### src/rtl/tdm_pkg.sv
// Shared types and constants for the 8-slot TDM receive path.
package tdm_pkg;

    localparam int unsigned NUM_SLOTS = 8;
    localparam int unsigned SLOT_W    = 3;

    typedef enum logic [0:0] {
        IDLE = 1'b0,
        RUN  = 1'b1
    } tdm_state_e;

    typedef logic [SLOT_W-1:0] slot_t;

    // Slot after `slot`; the 3-bit width makes 7 wrap to 0.
    function automatic slot_t slot_next(slot_t slot);
        return slot + slot_t'(1);
    endfunction

    function automatic logic is_last_slot(slot_t slot);
        return slot == slot_t'(NUM_SLOTS - 1);
    endfunction

endpackage

### src/rtl/tdm_slot_counter.sv
// Wrapping slot counter; clear beats load-to-1, which beats increment.
module tdm_slot_counter
    import tdm_pkg::*;
(
    input  logic  clk,
    input  logic  rst_n,
    input  logic  en_i,
    input  logic  load1_i,
    input  logic  clr_i,
    output slot_t slot_o
);

    slot_t slot_q, slot_d;

    always_comb begin
        slot_d = slot_q;
        if (clr_i) begin
            slot_d = '0;
        end else if (load1_i) begin
            slot_d = slot_t'(1);
        end else if (en_i) begin
            slot_d = slot_next(slot_q);
        end
    end

    always_ff @(posedge clk or negedge rst_n) begin
        if (!rst_n) begin
            slot_q <= '0;
        end else begin
            slot_q <= slot_d;
        end
    end

    assign slot_o = slot_q;

endmodule

### src/rtl/tdm_demux8.sv
// Receive end of the 8-channel TDM link: per-slot shadow capture, atomic frame
// transfer to ch with a one-cycle frame_valid, and sync-based framing.
module tdm_demux8
    import tdm_pkg::*;
#(
    parameter int unsigned WIDTH            = 1,
    parameter bit          SYNC_EVERY_FRAME = 1'b1
) (
    input  logic                       clk,
    input  logic                       rst_n,
    input  logic [WIDTH-1:0]           din,
    input  logic                       sync,
    input  logic                       en_bar,
    output logic [SLOT_W-1:0]          s,
    output logic [NUM_SLOTS*WIDTH-1:0] ch,
    output logic                       frame_valid,
    output logic                       locked,
    output logic                       sync_err
);

    tdm_state_e state_q, state_d;

    logic [WIDTH-1:0]           shadow_q [NUM_SLOTS];
    logic [WIDTH-1:0]           shadow_d [NUM_SLOTS];
    logic [NUM_SLOTS*WIDTH-1:0] ch_q, ch_d;
    logic                       fv_q, fv_d;
    logic                       err_q, err_d;

    logic  cnt_en, cnt_load, cnt_clr;
    slot_t slot;

    tdm_slot_counter u_slot_counter (
        .clk     (clk),
        .rst_n   (rst_n),
        .en_i    (cnt_en),
        .load1_i (cnt_load),
        .clr_i   (cnt_clr),
        .slot_o  (slot)
    );

    always_comb begin
        state_d  = state_q;
        shadow_d = shadow_q;
        ch_d     = ch_q;
        fv_d     = 1'b0;
        err_d    = 1'b0;
        cnt_en   = 1'b0;
        cnt_load = 1'b0;
        cnt_clr  = 1'b0;

        if (!en_bar) begin
            case (state_q)
                IDLE: begin
                    if (sync) begin
                        shadow_d[0] = din;
                        cnt_load    = 1'b1;
                        state_d     = RUN;
                    end
                end
                RUN: begin
                    if (sync && slot != '0) begin
                        // Early sync: drop the partial frame and restart at slot 1.
                        err_d       = 1'b1;
                        shadow_d    = '{default: '0};
                        shadow_d[0] = din;
                        cnt_load    = 1'b1;
                    end else if (slot == '0 && !sync && SYNC_EVERY_FRAME) begin
                        err_d   = 1'b1;
                        cnt_clr = 1'b1;
                        state_d = IDLE;
                    end else begin
                        shadow_d[slot] = din;
                        cnt_en         = 1'b1;
                        if (is_last_slot(slot)) begin
                            // Slot 7 bypasses the shadow so ch updates on this edge.
                            for (int unsigned k = 0; k < NUM_SLOTS - 1; k++) begin
                                ch_d[k*WIDTH +: WIDTH] = shadow_q[k];
                            end
                            ch_d[(NUM_SLOTS-1)*WIDTH +: WIDTH] = din;
                            fv_d = 1'b1;
                        end
                    end
                end
                default: begin
                    state_d = IDLE;
                    cnt_clr = 1'b1;
                end
            endcase
        end
    end

    always_ff @(posedge clk or negedge rst_n) begin
        if (!rst_n) begin
            state_q  <= IDLE;
            shadow_q <= '{default: '0};
            ch_q     <= '0;
            fv_q     <= 1'b0;
            err_q    <= 1'b0;
        end else begin
            state_q  <= state_d;
            shadow_q <= shadow_d;
            ch_q     <= ch_d;
            fv_q     <= fv_d;
            err_q    <= err_d;
        end
    end

    assign s           = slot;
    assign ch          = ch_q;
    assign frame_valid = fv_q;
    assign sync_err    = err_q;
    assign locked      = (state_q == RUN);

endmodule
### config.mk
export PLATFORM = sky130hd
export DESIGN_NAME = tdm_demux8
export DESIGN_NICKNAME = d
export VERILOG_FILES = /design/src/rtl/tdm_pkg.sv /design/src/rtl/tdm_slot_counter.sv /design/src/rtl/tdm_demux8.sv
export SDC_FILE = /design/constraint.sdc
export NUM_CORES = 1
export LEC_CHECK = 0
export ABC_AREA = 1
export ABC_CLOCK_PERIOD_IN_PS = 3000
export BUFFER_PORTS_ARGS = -buffer_cell sky130_fd_sc_hd__buf_2
export CAP_MARGIN = 20
export CORE_UTILIZATION = 42
export CTS_CLUSTER_DIAMETER = 120
export DETAILED_ROUTE_END_ITERATION = 6
export PLACE_DENSITY = 0.6
export SLEW_MARGIN = 20
export SYNTH_ARGS = -nofsm -noshare
export SYNTH_HDL_FRONTEND = slang
export SYNTH_HIERARCHICAL = 1
export SYNTH_SLANG_ARGS = --single-unit
export TNS_END_PERCENT = 50
### constraint.sdc
create_clock -name clk -period 3 [get_ports clk]
set_input_delay 0.15 -clock clk [delete_from_list [all_inputs] [get_ports clk]]
set_output_delay 0.15 -clock clk [all_outputs]
set_load 0.1 [all_outputs]
Yosys cells after proc, flatten, opt, wreduce, memory -nomap -nowiden --
Index checks and enable logic that the tools add are counted.
Operators by class: bitwise gates (word level) 5, reductions and logical operators 10, $add $sub $neg 1, equality and inequality tests 4, multiplexer cells 32, order comparisons 2
Operators by type and width (count):
- 2-to-1 mux 1 bit | 22
- 2-to-1 mux 8 bit | 2
- 2-to-1 mux 3 bit | 3
- bitwise mux 8 bit | 1
- case mux 1 bit (2 select lines) | 3
- AND reduction 3 bit | 2
- nonzero test 3 bit | 2
- AND reduction 5 bit | 1
- greater-or-equal comparator 4 bit (second input constant) | 1
- less-than comparator 4 x 1 -> 1 bit (second input constant) | 1
- != test 2 bit (second input constant) | 2
- NOT 1 bit | 4
- NOT 3 -> 4 bit | 1
- adder 3 x 1 -> 3 bit (second input constant) | 1
- demux 1 bit (select 3 bit) | 1
- == test 3 bit (second input constant) | 1
- logical AND 1 bit | 3
- zero test 3 bit | 1
- != test 3 bit (second input constant) | 1
- zero test 1 bit | 1
Word-level totals: input bits 5, flip-flop bits (word level) 22, logic and storage cells 67, output and inout bits 14

Depth between registers and ports, before layout --
Gate-level depths: netlist of the first run.
depth in word-level cells 9, gate-level depth with buffers 10, gate-level depth less buffers 10

Cells and area by module --
The synthesis of the first run kept the hierarchy.
Modules (own cells, without submodules):
- tdm_demux8 | instances 1, area each 919.6 sq um, cells an instance 109, seq. area each 450.4 sq um
- tdm_slot_counter | instances 1, area each 157.7 sq um, cells an instance 21, seq. area each 75.1 sq um

Least setup slack after synthesis of the first run --
Ideal clock, no wire load.
kind register to register, start point register u_slot_counter.slot_q[2] (netlist: u_slot_counter/slot_o[2]), end point register ch_q[2] (netlist: ch[2]), clock period less this slack 2764 ps, buffers on the path 1, arrival time 2642 ps, setup time 122 ps, cell stages (with the launch flop) 11, data required time 2878 ps, setup slack 236 ps, path through dfrtp_1 -> inv_1 -> nand2_1 -> nor2_1 -> ha_1 -> nand2_1 -> nor2_1 -> nand2_2 -> buf_6 -> nand2_1 -> o21ai_2
On the way: word-level cells in the longest chain between the ends 4, elaborated cells on any way between the ends 8, those cells by class 1 x eq/ne; 2 x bitwise; 5 x reduce/logical
Ends and longest elaborated chain:
- from (decl) | line tdm_slot_counter.sv:13 | slot_t slot_q, slot_d;
- from (signal assigned) | line tdm_slot_counter.sv:30 | slot_q <= slot_d;
- zero test 3 bit or nonzero test 3 bit (tied branches) | line tdm_demux8.sv:67, tdm_demux8.sv:61
- logical AND 1 bit, on equally long branches | line tdm_demux8.sv:67, tdm_demux8.sv:61
- NOT 1 bit (no source line)
- AND reduction 5 bit (no source line) (*)
- to (signal assigned) | line tdm_demux8.sv:102 | ch_q <= ch_d;
- to (decl) | line tdm_demux8.sv:25 | logic [NUM_SLOTS*WIDTH-1:0] ch_q, ch_d;
Mark *: on every way between the ends. The rest lies on a longest branch, timed or not. A chain may end at the register's enable or synchronous reset.

Worst setup path in the final report of the first run --
start point register u_slot_counter.slot_q[2] (netlist: u_slot_counter/slot_o[2]), end point register ch_q[0] (netlist: ch[0])
Same word-level chain as after synthesis.

==> metrics.cfg, run 1 <==
[status]
status=finished, final reports clean

[sta]
rsz0062_at_grt=no
tns_ns=0
timing.hold.ws_ns=0.1262
fmax_mhz=445.8
finalCritPeriodShare=0.7477
min_period_ns=2.243
fin_skew_ns=0.002010
worst_slew_pin_slew_ns=0.5173
setup_viol=0
hold_viol=0
slew_violations=0
relSlewSlack=0.6539

[cts]
tritoncts=yes
cts-root-buf=clkbuf_4
cts_setup_buffers=0
cts_resized=0
clockBufferDepth=2
cts_inserted_buffers=3
clkSinkCount=21
clk_pin_slew_worst_paths_ns=0.12
cts_max_level=1
insertion_delay_ns=0.30

[floorplanning]
die_h_um=52.65
pin_count=19
design.die.area_um2=2772
core-area_um2=2318
chipWidth_um=52.65
rows=17
start_util=0.4647

[final_layout]
drive_gt1_frac=0.2171
finish.utilization=0.5294
final_common_cell=nand2_1
fin_area_um2=1227
antennaDiodeCount=0
final_cell_mix=26 x nand2_1, 21 x dfrtp_1, 20 x inv_1
area_growth_pct=13.94
nNetsFinal=162

[power]
p_leak_nw=0.6698
p_total_w=0.001227
vdd_ir_drop_max_uv=697.7
power.density_nw_per_um2=999.5

[logic_synthesis]
yosysSeqAreaShare=0.4878
yosys.area_share.simple=0.2427
synthAdderAreaFrac=0.04646
synthTopCellsByArea=dfrtp_1 49%, nand2_1 9.1%, inv_1 7.0%
yosys.cell_types.count=16
ys_seq_elements=21
synth-compound-area-share=0.1324
synthMuxAreaShare=0
syn_area_um2=1077
synth_xor_area_frac=0
avgSynthCellArea_um2=8.287
yosys_warnings=6
yosysTopAreaCell=dfrtp_1
synth_cells=130
syn_nets=139
synth_top_area_frac=0.4878
synth_top_family_by_area=simple AND/OR/NAND/NOR gates

[global_route]
grt_max_degree=22
overflow=0
grt_antenna_before_repair=0
grt_pass1_vias=825
track_usage=0.1758
grt_pass1_wl_um=3588

[drt]
wire_per_inst_um=11.41
via_count=894
wl_um=2054
wl_met1_um=1045
ant_nets=0
drt-initial-drc-count=41
top_layer_used=met3
wl_met3_um=65
via_per_inst=4.967
remaining_drc_errors=0
firstDrtPassIters=4
dr_wl_met2_um=943

[worst_setup_path]
crit_fanout=15
worst_ep_required_time_ns=3.19
r2r-end=ch[0]
end_kind=flip-flop
slowest_delay_ns=0.45
rr_worst_depth=9
startpoint=u_slot_counter/slot_o[2]
crit_path_end=ch[0]
criticalPathCategory=reg2reg
cp-start-kind=flip-flop
crit_path_cell_trace=inv_1 > nand2_1 > nor2_1 > ha_1 > nand2_1 > nor2_1 > nand2_2 > nand2_1 > o21ai_2
arrival_ns=2.43
cp_common_cell=nand2_1
reg2reg_slack_ns=0.76
regToRegStartpoint=u_slot_counter/slot_o[2]
cp_slowest_cell=dfrtp_1

[place]
place.gp.congestion=0.8015
placed_area_um2=1191
portBuffers=18
dp_hpwl_um=1550

[hold_path]
worst_hold_path_type=in2reg

[flow_run]
cap_violations=0

-- stage by stage --
stage | worst slack, ns | cells
after CTS | 0.7566 | 180
after floorplan | 0.2355 | 130
after detailed placement | 0.7861 | 175
after global routing | 0.4988 | 180
final | 0.7569 | 180
after global placement | 0.9271 | 175
-- how the worst min path moves through the flow --
stage	start	to	slack, ns	cells after the start
floorplan	rst_n	ch[0]	-0.15	0
global placement	rst_n	shadow_q[7]	0.13	1
detailed placement	rst_n	shadow_q[7]	0.13	1
CTS	din	shadow_q[3]	0.12	3
global route	din	shadow_q[3]	0.12	3
finish	din	shadow_q[3]	0.13	3
-- power by group --
part           total, W  leakage (nW)  switching [W]  internal, W
sequential     0.000416         0.280      0.0000603     0.000355
clock          0.000135        0.0150      0.0000835    0.0000517
combinational  0.000676         0.375       0.000532     0.000144
total           0.00123         0.670       0.000675     0.000551
-- cell usage after synthesis --
cell	instances
o22ai_1	5
a21oi_1	6
nand3_1	14
o21ai_2	7
nor3_4	1
inv_2	3
inv_1	20
nor3_1	2
buf_6	1
nand4_1	2
nand2_1	26
nand2_2	1
ha_1	4
dfrtp_1	21
o21ai_0	4
nor2_1	13
-- critical path: cells and delay by family, from the launching register on --
| kind | cells | cell delay, ns |
|---|---|---|
| AND/OR/NAND/NOR | 6 | 1.23 |
| flip-flops | 1 | 0.45 |
| buffers and inverters | 1 | 0.22 |
| adder cells (fa/ha/maj) | 1 | 0.18 |
| AO/OA/AOI/OAI | 1 | 0.07 |
-- registers in the layout, summed over array words and instances, names as in the netlist --
name	count
ch	8
frame_valid	1
u_slot_counter/slot_o	3
locked	1
sync_err	1
shadow_q	7
-- per-layer routing --
metal	track usage	vias to the layer above
met3	0.02609	0
met2	0.2996	17
met1	0.2277	411
met5	0	-
met4	0.05263	0
li1	-	466
-- cell type report --
class	instances	area, um2
fill	220	1091
sequential	21	525.5
multi-input combinational	85	454.2
timing repair buffer	19	100.1
inverter	23	86.33
tap	28	35.03
clock buffer	4	26.28
-- logic make-up after synthesis --
family,Yosys count
adders and majority gates,4
DFF,21
buffers and inverters,24
and+or+nand+nor,59
AOI/OAI and AO/OA,22
-- timing repair --
| item | CTS | global route |
|---|---|---|
| hold buffers | 1 | 0 |
| endpoints found under the hold margin | 21 | 0 |
| endpoints found under the setup margin | 0 | 0 |
(Power assumes the default switching activity.)
==> inputs of run 2 (changes only) <==
--- a/config.mk
+++ b/config.mk
@@ -6,7 +6,7 @@
 export NUM_CORES = 1
 export LEC_CHECK = 0
 export ABC_AREA = 1
-export ABC_CLOCK_PERIOD_IN_PS = 3000
+export ABC_CLOCK_PERIOD_IN_PS = 2300
 export BUFFER_PORTS_ARGS = -buffer_cell sky130_fd_sc_hd__buf_2
 export CAP_MARGIN = 20
 export CORE_UTILIZATION = 42
==> constraint.sdc (replaced) <==
create_clock -name clk -period 2.3 [get_ports clk]
set_input_delay 0.115 -clock clk [delete_from_list [all_inputs] [get_ports clk]]
set_output_delay 0.115 -clock clk [all_outputs]
set_load 0.1 [all_outputs]
==> run 2 against run 1 <==
Net effect:
- global-route usage rose by 0.17 points
- via count down 0.78%
- sequential cell count is the same
- count of clock-buffer cells in the layout is 1 lower
- register-to-register slack lost 0.46 ns
- critical endpoint is now ch[5]
- largest power group unchanged
==> metrics.cfg, run 2 (synthesis results as in run 1) <==
[worst_setup_path]
path_buf_inv=1
r2r-end=ch[5]
crit_fanout=15
cp_common_cell=nand2_1
worst_ep_required_time_ns=2.50
crit_path_cell_trace=inv_1 > nand2_1 > nor2_1 > ha_1 > nand2_1 > nor2_1 > nand2_2 > nand2_1 > o21ai_2
end_kind=flip-flop
reg2reg_slack_ns=0.29
criticalPathCategory=reg2reg
rr_worst_depth=9
cp_slowest_cell=dfrtp_4
regToRegStartpoint=u_slot_counter/slot_o[2]
cp-start-kind=flip-flop
crit_family=simple AND/OR/NAND/NOR gates
arrival_ns=2.21
slowest_delay_ns=0.52

[final_layout]
num-fill-cells=238
largest_register_ffs=8
final_common_cell=nand2_1
antennaDiodeCount=0
drive_gt1_frac=0.2484
area_growth_pct=15.33
final_cell_mix=26 x nand2_1, 20 x inv_1, 18 x dfrtp_1, 18 x buf_2, 14 x nand3_1
nNetsFinal=163

[power]
p_leak_nw=0.6734
pwr-share-comb=0.553
power.density_nw_per_um2=1307
p_total_w=0.001623
power.switching_w=0.0008904
vdd_ir_drop_max_uv=944.7
p_int_w=0.0007330
swShare=0.5485
seqPwrFrac=0.337
power_frac_clock=0.110

[hold_path]
min_path_cells=3
hold_end=shadow_q[3]
hold_start=din
worst_hold_path_type=in2reg

[floorplanning]
pin_count=19
chipWidth_um=52.65
core-area_um2=2318
design.die.area_um2=2772
die_h_um=52.65
rows=17
start_util=0.4647

[sta]
fin_skew_ns=0.002689
tns_ns=0
slew_violations=0
fmax_mhz=498.3
setup_viol=0
min_period_ns=2.007
hold_viol=0
worst_slew_pin_slew_ns=0.4878
finalCritPeriodShare=0.8725
rsz0062_at_grt=no
relSlewSlack=0.6770

[drt]
via_count=887
remaining_drc_errors=0
wire_per_inst_um=11.87
via_per_inst=4.901
drt-initial-drc-count=37
firstDrtPassIters=4
ant_nets=0
wl_um=2149

[cts]
clk_pin_slew_worst_paths_ns=0.12
tritoncts=yes
insertion_delay_ns=0.31
cts_setup_buffers=0
clockBufferDepth=2
cts-root-buf=clkbuf_4
clkSinkCount=21
cts_inserted_buffers=3
ctsHoldBuffers=1
cts_resized=0
cts_max_level=1

[global_route]
grt_antenna_before_repair=0
grt_pass1_wl_um=3546
overflow=0
track_usage=0.1775
grt_max_degree=22
grt_pass1_vias=799

[place]
dp_hpwl_um=1568
portBuffers=18
place.gp.congestion=0.7902

[status]
status=finished, final reports clean

[flow_run]
cap_violations=0

-- run 2: tightest hold or removal path, stage by stage --
cell	delay (ns)
buf_2	0.11
nand4_1	0.08
nand2_1	0.05
-- run 2: worst max path at each step --
| stage | start | endpoint | slack (ns) | depth (start not counted) |
|---|---|---|---|---|
| 2_1_floorplan | u_slot_counter/slot_o[1] | ch[2] | 0.04 | 10 |
| 4_1_cts | u_slot_counter/slot_o[2] | ch[5] | 0.33 | 9 |
| 5_1_grt | u_slot_counter/slot_o[2] | ch[5] | 0.11 | 9 |
| 6_report | u_slot_counter/slot_o[2] | ch[5] | 0.29 | 9 |
| 3_5_place_dp | u_slot_counter/slot_o[2] | ch[5] | 0.35 | 9 |
| 3_3_place_gp | u_slot_counter/slot_o[2] | ch[7] | 0.37 | 9 |
-- run 2: power by group through the flow --
stage          Clock (W)  Combinational (W)  Sequential, W
6_report        0.000178           0.000898       0.000548
3_3_place_gp           0           0.000885       0.000548
2_1_floorplan          0           0.000385       0.000891
3_5_place_dp           0           0.000892       0.000555
5_1_grt         0.000197           0.000979       0.000561
4_1_cts         0.000184           0.000898       0.000547
-- run 2: per-layer routing --
layer / part of all wire / GRT usage / up-vias
li1: - / - / 465
met4: 0.017 / 0.07456 / 0
met5: 0 / 0 / -
met1: 0.50 / 0.2284 / 394
met3: 0.032 / 0.02609 / 5
met2: 0.45 / 0.2932 / 23
-- run 2: layout make-up --
class	instances	area [um2]	area share
multi-input cells	85	454.2	0.3656
repair buffers	20	107.6	0.08661
inverters	23	86.33	0.06949
well taps	28	35.03	0.02820
clock inverters	1	5.005	0.004028
clock buffers	3	22.52	0.01813
flip-flops and latches	21	531.8	0.4280
-- run 2: per-stage QoR --
step	instances	utilization	setup slack (ns)	hold slack (ns)	cell area (um2)
after floorplan	130	-	0.03594	-0.1806	1084
after global placement	176	0.5197	0.3684	0.09411	1205
after detailed placement	176	0.5197	0.3521	0.09827	1205
after CTS	181	0.5359	0.3325	0.07889	1242
after global routing	181	0.5359	0.1114	0.09703	1242
final	181	0.5359	0.2933	0.08486	1242
==> inputs of run 3 (changes only) <==
--- a/config.mk
+++ b/config.mk
@@ -9,6 +9,7 @@
 export ABC_CLOCK_PERIOD_IN_PS = 2300
 export BUFFER_PORTS_ARGS = -buffer_cell sky130_fd_sc_hd__buf_2
 export CAP_MARGIN = 20
+export CORE_ASPECT_RATIO = 0.75
 export CORE_UTILIZATION = 42
 export CTS_CLUSTER_DIAMETER = 120
 export DETAILED_ROUTE_END_ITERATION = 6
==> run 3 against run 2 <==
Net effect:
- maximum frequency up 2.1%
- hold slack worse by 0.0041 ns
- global-route usage down 0.33 points
==> metrics.cfg, run 3 (synthesis results as in run 1) <==
[worst_setup_path]
end_kind=flip-flop
startpoint=u_slot_counter/slot_o[2]
r2r-end=ch[0]
rr_worst_depth=9
arrival_ns=2.17
worst_ep_required_time_ns=2.50
cp-start-kind=flip-flop
cp_slowest_cell=dfrtp_4
slowest_delay_ns=0.52
cp_common_cell=nand2_1
regToRegStartpoint=u_slot_counter/slot_o[2]
criticalPathCategory=reg2reg
crit_fanout=15
reg2reg_slack_ns=0.33
crit_path_cell_trace=inv_1 > nand2_1 > nor2_1 > ha_1 > nand2_1 > nor2_1 > nand2_2 > nand2_1 > o21ai_2

[place]
dp_hpwl_um=1574
portBuffers=18
place.gp.congestion=0.8812
placed_area_um2=1212

[sta]
finalCritPeriodShare=0.8545
worst_slew_pin_slew_ns=0.4903
min_period_ns=1.965
hold_viol=0
setup_viol=0
rsz0062_at_grt=no
timing.hold.ws_ns=0.08077
tns_ns=0
fin_skew_ns=0.003114
fmax_mhz=508.8
slew_violations=0
relSlewSlack=0.6754

[global_route]
grt_antenna_before_repair=0
grt_pass1_vias=763
grt_max_degree=22
overflow=0
track_usage=0.1742
grt_pass1_wl_um=3422

[drt]
via_count=932
remaining_drc_errors=0
wire_per_inst_um=11.13
via_per_inst=4.984
firstDrtPassIters=4
ant_nets=0
drt-initial-drc-count=32
wl_um=2082

[final_layout]
largest_register_ffs=8
drive_gt1_frac=0.2484
final_common_cell=nand2_1
antennaDiodeCount=0
area_growth_pct=16.03
final_cell_mix=26 x nand2_1, 20 x inv_1, 18 x dfrtp_1, 18 x buf_2, 14 x nand3_1
nNetsFinal=163
fin_area_um2=1250

[floorplanning]
core-area_um2=2365
rows=15
chipWidth_um=60.48
die_h_um=45.86
design.die.area_um2=2774
pin_count=19
start_util=0.4556

[cts]
clk_pin_slew_worst_paths_ns=0.12
insertion_delay_ns=0.30
cts-root-buf=clkbuf_4
cts_inserted_buffers=3
cts_max_level=1
tritoncts=yes
cts_resized=0
clkSinkCount=21
clockBufferDepth=2

[hold_path]
hold_end=shadow_q[3]
min_path_cells=3
worst_hold_path_type=in2reg
hold_start=din

[power]
p_int_w=0.0007331
power_frac_clock=0.109
vdd_ir_drop_max_uv=1149
power.density_nw_per_um2=1299
p_leak_nw=0.6734
swShare=0.5485
power.switching_w=0.0008905
p_total_w=0.001624
seqPwrFrac=0.337
pwr-share-comb=0.553

[status]
status=finished, final reports clean

[flow_run]
cap_violations=0

run 3: cell type report:
type,instances,area [um2]
Clock inverter,1,5.005
Inverter,23,86.33
Clock buffer,3,22.52
Fill cell,242,1115
Timing Repair Buffer,20,107.6
Sequential cell,21,531.8
Multi-Input combinational cell,85,454.2
Tap cell,34,42.54
run 3: power by group through the flow:
stage               logic, W  clock network (W)  registers (W)
CTS                 0.000899           0.000187       0.000548
global route        0.000987           0.000198       0.000565
floorplan           0.000385                  0       0.000891
global placement    0.000886                  0       0.000551
detailed placement  0.000897                  0       0.000555
finish              0.000898           0.000178       0.000547
run 3: worst max path at each step:
stage	endpoint	slack [ns]	depth (start not counted)
3_5_place_dp	ch[0]	0.35	9
3_3_place_gp	u_slot_counter/slot_o[1]	0.37	8
5_1_grt	ch[0]	0.11	9
2_1_floorplan	ch[2]	0.04	10
6_report	ch[0]	0.33	9
4_1_cts	ch[0]	0.34	9
run 3: per-stage QoR:
step	cells	worst slack, ns	utilization
floorplan	130	0.03594	-
global placement	182	0.3748	0.5127
detailed placement	182	0.3522	0.5127
CTS	187	0.3384	0.5286
global route	187	0.1130	0.5286
finish	187	0.3346	0.5286
run 3: timing repair:
action,in CTS,in global routing
setup buffers,0,0
hold endpoints to repair,21,0
hold buffers,1,0
run 3: per-layer routing:
layer  global-route usage  share of wire
met5                    0              0
met4              0.05000          0.013
met3              0.05398          0.054
met2               0.2462           0.42
met1               0.2544           0.51
run 3: worst max-delay path, delay by kind of cell (launching register included):
family	cells	cell delay, ns
and+or+nand+nor	6	0.91
DFF	1	0.52
buffers and inverters	1	0.21
adders and majority gates	1	0.18
AOI/OAI and AO/OA	1	0.05
